File: src/rtl/muldiv_ctrl_pkg.sv
// Shared encodings for the iterative multiply/divide controller:
// FSM states, MULTU/DIVU op select, and the ALU operation codes it borrows.
package muldiv_ctrl_pkg;

  typedef enum logic [1:0] {
    ST_IDLE = 2'd0,
    ST_MUL  = 2'd1,
    ST_DIV  = 2'd2,
    ST_DONE = 2'd3
  } state_e;

  localparam logic OP_MULTU = 1'b0;
  localparam logic OP_DIVU  = 1'b1;

  localparam logic [3:0] EXE_ALU_ADD = 4'h0;
  localparam logic [3:0] EXE_ALU_SUB = 4'h1;

  localparam logic [4:0] LAST_STEP = 5'd31;

endpackage

File: src/rtl/muldiv_ctrl.sv
// Iterative unsigned MULTU/DIVU controller. Borrows the shared datapath ALU
// for 32 add (shift-add multiply) or subtract (restoring divide) steps and
// leaves the result in HI/LO.
//
// state | meaning
// IDLE  | waiting for start; ALU belongs to the core
// MUL   | shift-add multiply step each cycle, ALU owned
// DIV   | restoring divide step each cycle, ALU owned
// DONE  | one-cycle done pulse, HI/LO final
module muldiv_ctrl
  import muldiv_ctrl_pkg::*;
(
  input  logic        clk_i,
  input  logic        rst_i,
  input  logic        start_i,
  input  logic        op_i,
  input  logic [31:0] src_a_i,
  input  logic [31:0] src_b_i,
  output logic        busy_o,
  output logic        done_o,
  output logic [31:0] hi_o,
  output logic [31:0] lo_o,
  output logic        alu_own_o,
  output logic [31:0] alu_a_o,
  output logic [31:0] alu_b_o,
  output logic [3:0]  alu_oper_o,
  input  logic [31:0] alu_result_i
);

  state_e      state_q;
  logic [31:0] hi_q, lo_q, m_q;
  logic [4:0]  cnt_q;
  logic        busy_q, done_q;

  logic [31:0] shift_rem;
  logic        div_ge;
  logic        mul_carry;

  assign shift_rem = {hi_q[30:0], lo_q[31]};
  // A set top bit means the shifted remainder exceeds 32 bits, so it is
  // certainly >= m and the wrapped subtraction is still exact.
  assign div_ge    = hi_q[31] | (shift_rem >= m_q);
  assign mul_carry = (alu_result_i < hi_q);

  assign busy_o    = busy_q;
  assign alu_own_o = busy_q;
  assign done_o    = done_q;
  assign hi_o      = hi_q;
  assign lo_o      = lo_q;

  // ALU operand/operation drive, decoded from state and registers only.
  always_comb begin
    alu_a_o    = 32'd0;
    alu_b_o    = 32'd0;
    alu_oper_o = EXE_ALU_ADD;
    case (state_q)
      ST_MUL: begin
        alu_a_o = hi_q;
        alu_b_o = lo_q[0] ? m_q : 32'd0;
      end
      ST_DIV: begin
        alu_a_o    = shift_rem;
        alu_b_o    = m_q;
        alu_oper_o = EXE_ALU_SUB;
      end
      default: ;
    endcase
  end

  // Sequencer: state, HI/LO/m/cnt datapath registers and registered flags.
  always_ff @(posedge clk_i) begin
    if (rst_i) begin
      state_q <= ST_IDLE;
      hi_q    <= 32'd0;
      lo_q    <= 32'd0;
      m_q     <= 32'd0;
      cnt_q   <= 5'd0;
      busy_q  <= 1'b0;
      done_q  <= 1'b0;
    end else begin
      case (state_q)
        ST_IDLE: begin
          done_q <= 1'b0;
          if (start_i) begin
            m_q   <= src_b_i;
            cnt_q <= 5'd0;
            if (op_i == OP_DIVU && src_b_i == 32'd0) begin
              // Divide by zero skips the iteration entirely.
              hi_q    <= src_a_i;
              lo_q    <= 32'hFFFF_FFFF;
              state_q <= ST_DONE;
              done_q  <= 1'b1;
            end else begin
              hi_q    <= 32'd0;
              lo_q    <= src_a_i;
              state_q <= (op_i == OP_MULTU) ? ST_MUL : ST_DIV;
              busy_q  <= 1'b1;
            end
          end
        end
        ST_MUL, ST_DIV: begin
          if (state_q == ST_MUL) begin
            hi_q <= {mul_carry, alu_result_i[31:1]};
            lo_q <= {alu_result_i[0], lo_q[31:1]};
          end else begin
            hi_q <= div_ge ? alu_result_i : shift_rem;
            lo_q <= {lo_q[30:0], div_ge};
          end
          cnt_q <= cnt_q + 5'd1;
          if (cnt_q == LAST_STEP) begin
            state_q <= ST_DONE;
            busy_q  <= 1'b0;
            done_q  <= 1'b1;
          end
        end
        default: begin
          done_q  <= 1'b0;
          state_q <= ST_IDLE;
        end
      endcase
    end
  end

endmodule

File: config.mk
export PLATFORM = sky130hd
export DESIGN_NAME = muldiv_ctrl
export DESIGN_NICKNAME = d
export VERILOG_FILES = /design/src/rtl/muldiv_ctrl_pkg.sv /design/src/rtl/muldiv_ctrl.sv
export SDC_FILE = /design/constraint.sdc
export NUM_CORES = 1
export LEC_CHECK = 0
export BUFFER_PORTS_ARGS = -buffer_cell sky130_fd_sc_hd__buf_2
export CELL_PAD_IN_SITES_DETAIL_PLACEMENT = 2
export CELL_PAD_IN_SITES_GLOBAL_PLACEMENT = 2
export CORE_MARGIN = 10
export CORE_UTILIZATION = 29
export DETAILED_ROUTE_END_ITERATION = 8
export PLACE_DENSITY = 0.86
export SYNTH_ARGS = -nofsm -noshare
export SYNTH_HDL_FRONTEND = slang
export SYNTH_SLANG_ARGS = --single-unit
File: constraint.sdc
create_clock -name clk_i -period 2.76 [get_ports clk_i]
set_input_delay 0.276 -clock clk_i [delete_from_list [all_inputs] [get_ports clk_i]]
set_output_delay 0.276 -clock clk_i [all_outputs]
set_load 0.01 [all_outputs]
### Yosys cells after proc, flatten, opt, wreduce, memory -nomap -nowiden

Index checks and enable logic that the tools add are counted.
W data, S select, Z words.

| word-level totals | value |
|---|---|
| flip-flop bits (word level) | 105 |
| latch bits | 0 |
| memory bits (writable) | 0 |
| memory bits (read-only) | 0 |
| bits of input ports | 100 |
| output and inout bits | 135 |
| word-level logic and storage cells | 54 |
| memories | 0 |

| operators by class | value |
|---|---|
| add/sub/neg operators | 1 |
| multipliers | 0 |
| div/mod/pow operators | 0 |
| magnitude comparators | 2 |
| eq/ne operators | 6 |
| shift-type cells | 0 |
| muxes and demuxes | 28 |
| bitwise logic cells | 1 |
| reductions and logical operators | 9 |

Operator list:

| kind | count |
|---|---|
| $mux W32 | 8 |
| $pmux W32 S2 | 4 |
| $ge A32 B32 Y1 | 1 |
| $logic_not A32 Y1 | 1 |
| $lt A32 B32 Y1 | 1 |
| $pmux W5 S2 | 1 |
| $mux W2 | 4 |
| $mux W1 | 7 |
| $ne A2 B2 Y1 const B | 3 |
| $reduce_and A2 Y1 | 3 |
| $add A5 B1 Y5 const B | 1 |
| $eq A5 B5 Y1 const B | 1 |
| $mux W5 | 1 |
| $pmux W1 S2 | 2 |
| $pmux W2 S2 | 1 |
| $reduce_and A4 Y1 | 1 |
| $eq A2 B1 Y1 const B | 1 |
| $eq A2 B2 Y1 const B | 1 |
| $logic_not A2 Y1 | 1 |
| $reduce_bool A2 Y1 | 1 |
| $reduce_or A2 Y1 | 1 |
| $logic_and A1 B1 Y1 | 1 |
| $or A1 B1 Y1 | 1 |

### Depth between registers and ports, before layout

Gate-level depths: netlist (run 1).

| depth | value |
|---|---|
| word-level depth | 5 |
| depth in mapped cells | 11 |
| gate-level depth less buffers | 9 |

### Worst setup path after synthesis (run 1)

OpenSTA, ideal clock, no wires.

| timing | value |
|---|---|
| path type | reg-to-reg |
| start point | register hi_q[14] (netlist: hi_o[14]) |
| end point | register hi_q[10] (netlist: hi_o[10]) |
| library setup time | 0.095 ns |
| data arrival time | 2.487 ns |
| data required time | 2.665 ns |
| path slack | 0.178 ns |
| cell stages (with the launch flop) | 11 |
| path buffers | 2 |
| clock period less this slack | 2.582 ns |
| cell sequence | dfxtp_1 ha_1 a2111oi_2 o21ai_1 a2111oi_2 o211ai_1 a21o_1 buf_6 buf_8 mux2i_1 a221oi_1 |

| on the way | value |
|---|---|
| cells in the longest elaborated chain, start to end | 5 |

RTL lines:

| item | RTL line | text |
|---|---|---|
| from (decl) | muldiv_ctrl.sv:31 | `logic [31:0] hi_q, lo_q, m_q;` |
| from (signal assigned) | muldiv_ctrl.sv:89 | `hi_q <= src_a_i;` |
| from (signal assigned) | muldiv_ctrl.sv:103 | `hi_q <= {mul_carry, alu_result_i[31:1]};` |
| from (signal assigned) | muldiv_ctrl.sv:106 | `hi_q <= div_ge ? alu_result_i : shift_rem;` |
| $ge A32 B32 Y1 | muldiv_ctrl.sv:42 | `assign div_ge = hi_q[31] \| (shift_rem >= m_q);` |
| $or A1 B1 Y1 | muldiv_ctrl.sv:42 |  |
| $mux W32 | muldiv_ctrl.sv:106 |  |
| $mux W32 | muldiv_ctrl.sv:102 | `if (state_q == ST_MUL) begin` |
| $pmux W32 S2 | muldiv_ctrl.sv:81 | `case (state_q)` |

Every way passes these cells.
A chain may end at the register's enable or synchronous reset.

### Worst setup path in the final report (run 1)

| timing | value |
|---|---|
| start point | register lo_q[31] (netlist: lo_o[31]) |
| end point | register hi_q[16] (netlist: hi_o[16]) |

| on the way | value |
|---|---|
| cells in the longest elaborated chain, start to end | 5 |

RTL lines:

| item | RTL line | text |
|---|---|---|
| from (decl) | muldiv_ctrl.sv:31 |  |
| from (signal assigned) | muldiv_ctrl.sv:95 | `lo_q <= src_a_i;` |
| from (signal assigned) | muldiv_ctrl.sv:104 | `lo_q <= {alu_result_i[0], lo_q[31:1]};` |
| from (signal assigned) | muldiv_ctrl.sv:107 | `lo_q <= {lo_q[30:0], div_ge};` |
| $ge A32 B32 Y1 | muldiv_ctrl.sv:42 |  |
| $or A1 B1 Y1 | muldiv_ctrl.sv:42 |  |
| $mux W32 | muldiv_ctrl.sv:106 |  |
| $mux W32 | muldiv_ctrl.sv:102 |  |
| $pmux W32 S2 | muldiv_ctrl.sv:81 |  |

Every way passes these cells.

==> implementation parameters, run 1 <==
Parameter                              Value

Synth
  Synth Instances    slightly above 1k
  Register area share after synthesis    a little over a quarter
  Synth Flop Type    dfxtp_1
  Post-synth EDFFs    0
  Total number of yosys warnings    0
  Netlist area before placement    0.00772 mm²
  Flip-flop and latch count after synthesis    around 110
  Count of different cell masters after synthesis    50
  Share of flip-flops with an asynchronous set or reset    0%
  Mean cell area of the mapped netlist    ~7.5 µm²

Die
  Die Ht    around 180 µm
  FP Rows    59
  Horizontal die dimension    183 µm
  Initial Util    around 30%
  Num ports    approximately 240
  Die Outline Area    between 0.03 and 0.04 mm²
  Core outline area    about 0.026 mm²

Drt
  First drt pass iteration count    5
  Total length of routed wires    ~39000 µm
  Via count normalized by instance count    around 5.7
  DRT antenna net count    0
  Count of routing violations after the opening detailed-route iteration    approximately 460
  Vias    between 9k and 10k
  Wire length per cell after detailed routing    roughly 25 µm
  Detailed-route DRC error count    0

Worst hold path
  Hold Path Origin    src_b_i[18]
  Worst-case hold path end point    m_q[18]$_SDFFE_PP0P_
  Min-delay worst type    in -> reg
  Count of cells along the worst hold path    3

STA
  Max Freq    roughly 370 MHz
  Smallest setup slack after layout    roughly 0.063 ns
  Count of endpoints failing hold in the final timing report    0
  Smallest hold slack    0.144 ns
  Total Negative Setup Slacks    0 ns
  Fin. max-slew vios    0
  Worst relative slew slack    54.1%
  Final min period    2.70 ns
  Transition time at the pin with the least slew margin    between 0.6 and 0.7 ns
  Endpoints failing setup    0
  Share of the cycle needed by the critical path after routing    a little over nine tenths
  Worst clock skew    around 0.014 ns

Critical path
  Reg-to-Reg End    hi_o[16]$_SDFFE_PP0P_
  CP startpoint kind    flop
  Category of the worst setup path capture point    flop
  Critical path required time    ~3 ns
  Number of cells on the worst reg-to-reg path    10
  Data arrival, critical path    between 2 and 3 ns
  Worst reg2reg startpoint    lo_o[31]$_SDFFE_PP0P_
  Critical path fanouts, max    16
  Type of the worst setup path    reg -> reg
  Reg-to-reg setup timing slack    around 0.063 ns

Finish
  Commonest non-fill, non-tap cell in the layout    buf_2
  Filler cell count    3126
  Area growth from synthesis to layout    28.9%
  Fraction of final layout cells sized beyond drive strength 1    about 27%
  Most frequent cells in the layout    buf_2 (230), nand2_1 (118), nor2_1 (113)
  Final nets    about 1.4k
  Final Core Density    a little under two fifths

Power
  Largest voltage drop on the vdd net    slightly above 0.0003 V
  Pwr Total    6190 µW
  Power Density    622 mW/mm²
  Static Leakage    between 0.004 and 0.005 µW

Clock network
  Cts-stage hold buffer count    0
  CTS max path bufs    2
  Number of levels the H-tree was split into    3
  Cts bufs inserted    9
  Clock transition at the registers of the reported paths    about 0.080 ns
  TritonCTS clock tree    yes
  Number of clock sinks    105
  Clock insertion delay at the later pin of the skew report    ~0.38 ns
  Root buffer cell    clkbuf_16

GRT
  Wire length of the first global-routing pass    between 50000 and 60000 µm
  Overflow left after global routing    0
  Antenna violations before repair    5
  Number of global-route vias before repair    ~10k
  GRT Resource Usage Total    approximately 23%
  Largest net degree at the start of global routing    56

Placement
  Setup WS pre-CTS    -0.0804 ns
  Gpl congestion    ~0.87
  Port buffer count    231
  Post-detailed-placement half-perimeter wirelength    around 29000 µm

Run
  Max-cap check violation count    0

Run status
  Result of the run    finished, final reports clean
-- state kept, by name, indices dropped and copies added (netlist names) --
| signal | cells |
|---|---|
| alu_own_o | 1 |
| cnt_q | 5 |
| done_o | 1 |
| hi_o | 32 |
| lo_o | 32 |
| m_q | 32 |
| state_q | 2 |
-- power by group --
group | switching, µW | internal (µW)
Combinational | 1760 | 1170
Clock | 708 | 676
Sequential | 190 | 1680
-- worst max-delay path by stage --
| stage | start | endpoint | slack (ns) | cells after the start |
|---|---|---|---|---|
| 2_1_floorplan | hi_o[14]$_SDFFE_PP0P_ | hi_o[10]$_SDFFE_PP0P_ | 0.18 | 10 |
| 3_3_place_gp | m_q[15]$_SDFFE_PP0P_ | hi_o[14]$_SDFFE_PP0P_ | 0.15 | 10 |
| 3_5_place_dp | m_q[15]$_SDFFE_PP0P_ | hi_o[13]$_SDFFE_PP0P_ | -0.08 | 10 |
| 4_1_cts | m_q[28]$_SDFFE_PP0P_ | hi_o[24]$_SDFFE_PP0P_ | 0.07 | 10 |
| 5_1_grt | m_q[14]$_SDFFE_PP0P_ | hi_o[24]$_SDFFE_PP0P_ | -0.01 | 10 |
| 6_report | lo_o[31]$_SDFFE_PP0P_ | hi_o[16]$_SDFFE_PP0P_ | 0.06 | 10 |
-- critical path: stages, from the launching register on --
cell and delay [ns]:
dfxtp_1 0.38, inv_1 0.13, ha_1 0.30, nand2b_1 0.14, a211o_2 0.34, a21oi_2 0.16, o211ai_1 0.19, a21o_2 0.30
buf_12 0.19, mux2i_1 0.16, a221oi_2 0.28
-- area by class of cell --
class	count	area [µm²]	area share, %
Timing Repair Buffer	293	1720	17.3
Inverter	68	258	2.59
Clock buffer	12	256	2.58
Tap cell	335	419	4.21
Sequential cell	105	2100	21.1
Antenna cell	2	5.00	0.0503
Clock inverter	4	35.0	0.352
Multi-Input combinational cell	777	5150	51.8
-- synth_stat cells (3+ instances only) --
library cell / count / area, µm²
buf_4: 4 / 30.0
a21oi_1: 96 / 480
nor3_1: 62 / 310
and3_1: 3 / 18.8
nand4_1: 10 / 62.6
nand3_1: 10 / 50.1
a21o_1: 33 / 248
nand2_1: 118 / 443
buf_1: 8 / 30.0
nor2_1: 114 / 428
o21ai_0: 46 / 230
and4_1: 3 / 26.3
clkbuf_1: 71 / 267
ha_1: 69 / 863
a22oi_1: 32 / 240
nand2b_1: 4 / 25.0
a221oi_1: 30 / 263
inv_1: 67 / 251
mux2i_1: 59 / 591
a2111oi_0: 33 / 289
nor4_1: 11 / 68.8
a211oi_1: 8 / 60.1
dfxtp_1: 105 / 2100
-- cells by family (layout without fill, tap and decap cells) --
family | after synthesis | after routing | synth area share (%)
multiplexers | 59 | 59 | 7.65
AND/OR/NAND/NOR | 343 | 343 | 19.3
AO/OA/AOI/OAI | 303 | 303 | 26.3
flip-flops | 105 | 105 | 27.2
adder cells (fa/ha/maj) | 69 | 69 | 11.2
buffers and inverters | 155 | 377 | 8.33
other | 1 | 5 | 0.0486
-- metrics by stage --
step	cell area, µm²	cells
final	9950	1596
after global routing	9950	1595
after CTS	9850	1593
after detailed placement	9470	1574
after global placement	9470	1574
after floorplan	7730	1037
-- per-layer routing --
layer  up-vias  share of wire [%]  global-route usage (%)
met5         -               0.11                       0
met4         6                2.8                    8.26
met3        60                6.1                    5.02
met2       294                 50                    39.7
met1      4527                 41                    26.2
li1       4176                  -                       -
-- repair_timing --
item	in CTS	in global routing
setup endpoints to repair	32	33
pin swaps	3	5
setup buffers	2	1
gates resized for setup	5	19
gates cloned	1	0
Note: power is estimated with default switching activity, not from simulation.
==> inputs of run 2 (changes only) <==
- ABC_AREA: unset -> 1
- CORE_UTILIZATION: 29 -> 27
- PLACE_DENSITY: 0.86 -> 0.85
==> run 2 against run 1 <==
Synthesized cell count up 15%. Combinational power rose to 2.7 times the previous value. Critical path depth down 4. Via count is 0.70% higher. First-iteration DRC count down 20%. Critical endpoint is now alu_b_o[9]. Non-clock buffer count is 16 lower. Clock skew grew 0.0018 ns. Register-to-register slack better by 0.33 ns.
==> implementation parameters, run 2 <==
Parameter                              Value

Critical path
  Category of the worst setup path capture point    output port
  Cells along the critical path    inv_1 -> ha_1 -> inv_4 -> buf_4 -> nor3_1 -> buf_2
  Critical path fanouts, max    between 50 and 60
  Crit path max-delay cell type    inv_4
  Type of the worst setup path    reg -> out
  Kind of cell adding the most delay to the critical path    buffers and inverters
  Critical path buffers and inverters    4
  Delay of the slowest cell on the worst path    between 0.4 and 0.5 ns
  Launch point of the worst path    state_q[0]$_SDFFE_PP0P_
  CP startpoint kind    flop
  Critical path required time    2.48 ns
  Worst reg2reg startpoint    state_q[1]$_SDFFE_PP0P_
  Data arrival, critical path    between 2 and 2.5 ns

Finish
  Area growth from synthesis to layout    24.5%
  Final nets    1565
  Most frequent cells in the layout    buf_2 (231), a21oi_1 (225), nand2_1 (191)
  Finished Layout Cells    ~1.8k
  Final Core Density    between 30% and 40%
  Commonest non-fill, non-tap cell in the layout    buf_2
  Fraction of final layout cells sized beyond drive strength 1    ~22%

Synth
  Area share of the largest cell type after synthesis    27.2%
  XOR/XNOR share of the synthesized area    0.113%
  Most frequent cells after synthesis    a21oi_1 (226), nand2_1 (191), o21ai_0 (140), nor2_1 (119), dfxtp_1 (105)
  Complex-gate fraction of the synthesized area    roughly 29%
  Largest area contributor in the synthesized netlist    dfxtp_1
  Share of synthesized cell area in and, or, nand and nor gates    around a fifth
  Synthesized-area fraction occupied by adder cells    between 10 and 15%
  Synth Instances    between 1k and 1.5k
  Synth Flop Type    dfxtp_1
  Multiplexer fraction of the synthesized cell area    0%
  Post-synth EDFFs    0
  Register area share after synthesis    between 20% and 30%
  Mean cell area of the mapped netlist    6.47 µm²
  Netlist area before placement    between 0.007 and 0.008 mm²
  Total number of yosys warnings    0
  Flip-flop and latch count after synthesis    105
  Count of different cell masters after synthesis    38
  Largest family of logic cells by synthesized area    compound AO/OA/AOI/OAI gates
  Cell types occupying the most area after synthesis    dfxtp_1 (27%), a21oi_1 (15%), ha_1 (11%)
  Most instantiated library cell after synthesis    a21oi_1
  Share of flip-flops with an asynchronous set or reset    0%

Worst hold path
  Min-delay worst type    in -> reg
  Hold Path Origin    rst_i

STA
  Unrepaired setup endpoints after global routing    false
  Fin. max-slew vios    0
  Worst relative slew slack    around half
  Max Freq    roughly 400 MHz
  Total Negative Setup Slacks    0 ns
  Share of the cycle needed by the critical path after routing    approximately 90%
  Endpoints failing setup    0
  Worst clock skew    ~0.015 ns
  Smallest hold slack    0.176 ns
  Count of endpoints failing hold in the final timing report    0
  Transition time at the pin with the least slew margin    between 0.7 and 0.8 ns
  Final min period    2.50 ns

Drt
  Count of routing violations after the opening detailed-route iteration    approximately 370
  Detailed-route DRC error count    0
  Total length of routed wires    37900 µm
  Wire length per cell after detailed routing    21.3 µm
  DRT antenna net count    0
  First drt pass iteration count    4
  Vias    just over 9k
  Via count normalized by instance count    between 5 and 6

Placement
  Placed Cells incl. Taps    between 1.5k and 2k
  Post-detailed-placement half-perimeter wirelength    29400 µm
  Port buffer count    231
  Gpl congestion    0.838

GRT
  GRT Resource Usage Total    between 20% and 30%
  Number of global-route vias before repair    roughly 10k
  Wire length of the first global-routing pass    58800 µm
  Overflow left after global routing    0
  Largest net degree at the start of global routing    65
  Antenna violations before repair    2

Clock network
  Number of levels the H-tree was split into    3
  Clock insertion delay at the later pin of the skew report    around 0.37 ns
  TritonCTS clock tree    yes
  Clock transition at the registers of the reported paths    0.07 ns
  Post-cts resize count    0
  Post-CTS Repair Setup Buffers    0
  CTS max path bufs    2
  Number of clock sinks    between 100 and 150
  Cts bufs inserted    9
  Cts-stage hold buffer count    0
  Root buffer cell    clkbuf_16

Die
  Initial Util    approximately 28%
  Num ports    235
  Die Outline Area    approximately 0.036 mm²
  FP Rows    around 60
  Horizontal die dimension    between 150 and 200 µm
  Core outline area    ~0.028 mm²
  Die Ht    between 150 and 200 µm

Power
  Largest voltage drop on the vdd net    about 0.00057 V
  Power Density    1220 mW/mm²
  Pwr Total    11700 µW
  Static Leakage    roughly 0.0044 µW

Run
  Max-cap check violation count    0

Run status
  Result of the run    finished, final reports clean
run 2: cell types whose count changed after synthesis, sizes merged, moves of 10 or more:
cell	before	now
a21o	33	2
o21ai	47	172
mux2i	59	0
a221oi	30	0
a31oi	2	32
nand2	118	195
nor3	62	35
a2111oi	35	0
buf	16	36
inv	67	107
a21oi	96	226
a22oi	32	0
nor2	114	124
clkbuf	71	51
run 2: per-layer routing:
layer	track usage [%]	vias to the layer above	wire, µm
met3	3.44	32	1430
li1	-	4427	-
met5	0	-	0
met2	38.9	175	20100
met1	23.3	4492	15800
met4	5.10	0	620
run 2: worst reg2reg max path, cell delays in order, from the launching register on:
cell	delay, ns
dfxtp_1	0.35
inv_1	0.09
ha_1	0.27
inv_2	0.07
or2_1	0.25
nand2_2	0.10
buf_4	0.49
o21ai_0	0.39
nor3_1	0.26
run 2: cell type report:
cell class | instances | area (µm²)
Multi-Input combinational cell | 896 | 4750
Inverter | 107 | 404
Clock inverter | 3 | 67.6
Timing Repair Buffer | 277 | 1590
Clock buffer | 10 | 239
Fill cell | 3485 | 18400
Tap cell | 378 | 473
Sequential cell | 105 | 2100
Antenna cell | 1 | 2.50
run 2: final timing paths:
path / end / slack [ns] / cells past startpoint
max: alu_b_o[9] / 0.26 / 6
min: alu_own_o$_SDFFE_PP0P_ / 0.18 / 2
min reg2reg: done_o$_SDFFE_PP0P_ / 0.50 / 2
max reg2reg: cnt_q[4]$_SDFFE_PP0P_ / 0.39 / 8
run 2: logic make-up after synthesis:
group	Yosys count
AOI/OAI and AO/OA	436
xor gates and xnor gates	1
adders and majority gates	69
buffers and inverters	195
DFF	105
other	1
and+or+nand+nor	387
run 2: power breakdown:
group / switching (µW) / leakage [µW] / internal (µW)
registers: 459 / 0.000869 / 2030
clock network: 656 / 0.000147 / 809
logic: 5220 / 0.00341 / 2570
run 2: through the flow:
stage          instance area [µm²]  setup WS, ns
2_1_floorplan                 7740         0.811
3_3_place_gp                  9320         0.409
6_report                      9630         0.264
5_1_grt                       9630        0.0795
3_5_place_dp                  9320         0.318
4_1_cts                       9620         0.218
==> inputs of run 3 (changes only) <==
==> constraint.sdc (replaced) <==
create_clock -name clk_i -period 2.76 [get_ports clk_i]
set_input_delay 0.138 -clock clk_i [delete_from_list [all_inputs] [get_ports clk_i]]
set_output_delay 0.138 -clock clk_i [all_outputs]
set_load 0.01 [all_outputs]
==> run 3 against run 2 <==
Fmax is 0.56% lower. Register-to-register slack worse by 0.12 ns. Clock power is 8% lower. First-iteration DRC count is 0.81% lower. Hold slack worse by 0.13 ns. Worst setup slack worse by 0.014 ns. Via count is 0.89% higher. Critical path type unchanged. Die area stayed put. Critical path depth stayed put. Clock skew hardly changed. Cell count is 0.23% lower.
==> implementation parameters, run 3 (synthesized netlist as in run 2, its figures left out) <==
Parameter                              Value

Finish
  Most frequent cells in the layout    buf_2 (231), a21oi_1 (225), nand2_1 (191)
  Final Core Density    34.1%
  Commonest non-fill, non-tap cell in the layout    buf_2
  Filler cell count    3522
  Area of the multi-input gates    about 0.0048 mm²
  Final nets    1558
  Fraction of final layout cells sized beyond drive strength 1    22.0%
  Area growth from synthesis to layout    23.6%
  Seq. cell area    approximately 0.0021 mm²

Clock network
  Clock insertion delay at the later pin of the skew report    roughly 0.36 ns
  Number of clock sinks    around 110
  TritonCTS clock tree    yes
  Clock transition at the registers of the reported paths    0.08 ns
  CTS max path bufs    2
  Post-CTS Repair Setup Buffers    0
  Cts-stage hold buffer count    0
  Post-cts resize count    0
  Root buffer cell    clkbuf_16
  Number of levels the H-tree was split into    3
  Cts bufs inserted    9

Critical path
  CP startpoint kind    flop
  Crit path max-delay cell type    inv_4
  Kind of cell adding the most delay to the critical path    buffers and inverters
  Type of the worst setup path    reg -> out
  Cells along the critical path    inv_1 -> ha_1 -> inv_4 -> buf_4 -> nor3_1 -> buf_2
  Levels on crit path    6
  Number of cells on the worst reg-to-reg path    13
  Critical path buffers and inverters    4
  Critical path fanouts, max    55
  Category of the worst setup path capture point    output port
  Data arrival, critical path    around 2.4 ns
  Delay of the slowest cell on the worst path    0.50 ns
  Critical path required time    between 2 and 3 ns

Power
  Largest voltage drop on the vdd net    0.000486 V
  Cell-internal power    5180 µW
  Portion of total power attributed to combinational logic    66.5%
  Static Leakage    approximately 0.0044 µW
  Fraction of power spent switching nets    between 50% and 60%
  Power Density    roughly 1200 mW/mm²
  Net load switching power    roughly 6300 µW
  Power share of the clock group    between 10% and 20%
  Register share of total power    between 20 and 25%

Drt
  Total length of routed wires    roughly 37000 µm
  Wire length per cell after detailed routing    about 21 µm
  Detailed-route DRC error count    0
  Count of routing violations after the opening detailed-route iteration    roughly 370
  DRT antenna net count    0
  Routed length on met2    approximately 20000 µm
  Met3 routed WL    approximately 1300 µm
  Via count normalized by instance count    around 5.2
  Metal1 wirelength    15900 µm
  Top routing layer in use    met4
  First drt pass iteration count    4
  Vias    9207

GRT
  Antenna violations before repair    1
  Number of global-route vias before repair    approximately 10k
  Overflow left after global routing    0
  Wire length of the first global-routing pass    a little under 60000 µm
  Largest net degree at the start of global routing    94
  GRT Resource Usage Total    between 20 and 25%

Die
  FP Rows    approximately 60
  Core outline area    approximately 0.028 mm²
  Horizontal die dimension    approximately 190 µm
  Die Ht    about 190 µm
  Die Outline Area    0.0358 mm²
  Initial Util    27.6%
  Num ports    approximately 240

STA
  Share of the cycle needed by the critical path after routing    90.9%
  Fin. max-slew vios    0
  Total Negative Setup Slacks    0 ns
  Worst relative slew slack    approximately 50%
  Count of endpoints failing hold in the final timing report    0
  Worst clock skew    between 0.015 and 0.02 ns
  Max Freq    398 MHz
  Final min period    2.51 ns
  Endpoints failing setup    0
  Smallest hold slack    around 0.044 ns
  Unrepaired setup endpoints after global routing    false
  Transition time at the pin with the least slew margin    around 0.73 ns

Run status
  Result of the run    finished, final reports clean

Placement
  Port buffer count    between 200 and 250
  Gpl congestion    between 0.8 and 0.9
  Post-detailed-placement half-perimeter wirelength    around 29000 µm

Run
  Max-cap check violation count    0

Worst hold path
  Count of cells along the worst hold path    2
  Min-delay worst type    in -> reg
[run 3: cell types whose count changed in the layout (fill, tap and decap cells not counted), moves of 2 or more]
cell,change
bufinv_16,-2
buf_4,-6
inv_6,+2
clkinv_4,+2
[run 3: worst paths after layout]
path / end / slack [ns] / from
min: alu_own_o$_SDFFE_PP0P_ / 0.04 / rst_i
max reg2reg: hi_o[20]$_SDFFE_PP0P_ / 0.27 / m_q[15]$_SDFFE_PP0P_
min reg2reg: done_o$_SDFFE_PP0P_ / 0.49 / done_o$_SDFFE_PP0P_
max: alu_b_o[31] / 0.25 / state_q[0]$_SDFFE_PP0P_
[run 3: worst reg2reg max path: stages (launching register included)]
cell	delay, ns
dfxtp_1	0.32
inv_1	0.11
ha_1	0.32
nand2_1	0.09
nor4_2	0.32
nand2_1	0.08
nand2_1	0.13
nand2_2	0.12
nand2_8	0.17
buf_12	0.21
nand2_1	0.07
nand2_1	0.06
o21ai_1	0.06
a21oi_1	0.30
[run 3: layout make-up]
class	instances	share of cell area, %
Inverter	107	4.23
Clock inverter	6	0.524
Clock buffer	10	2.50
Sequential cell	105	22.0
Tap cell	378	4.95
Antenna cell	1	0.0262
Timing Repair Buffer	270	16.0
Multi-Input combinational cell	896	49.8
[run 3: per-layer routing]
layer  vias to the layer above  GRT usage [%]
li1                       4420              -
met1                      4580           23.7
met2                       186           37.3
met3                        21           3.14
met4                         0           4.73
met5                         -              0
[run 3: stage by stage]
stage | area, µm² | setup WS (ns) | power (µW) | instances
finish | 9550 | 0.250 | 11500 | 1773
global route | 9550 | 0.0279 | 12700 | 1773
CTS | 9540 | 0.105 | 11600 | 1772
detailed placement | 9250 | 0.118 | 10200 | 1756
global placement | 9250 | 0.186 | 9820 | 1756
floorplan | 7740 | 0.903 | 7530 | 1196
[run 3: power by group through the flow]
stage | Sequential (µW) | Combinational [µW] | Clock [µW]
5_1_grt | 2590 | 8650 | 1440
4_1_cts | 2530 | 7730 | 1380
2_1_floorplan | 2590 | 4940 | 0
3_3_place_gp | 2520 | 7300 | 0
6_report | 2520 | 7660 | 1340
3_5_place_dp | 2560 | 7650 | 0
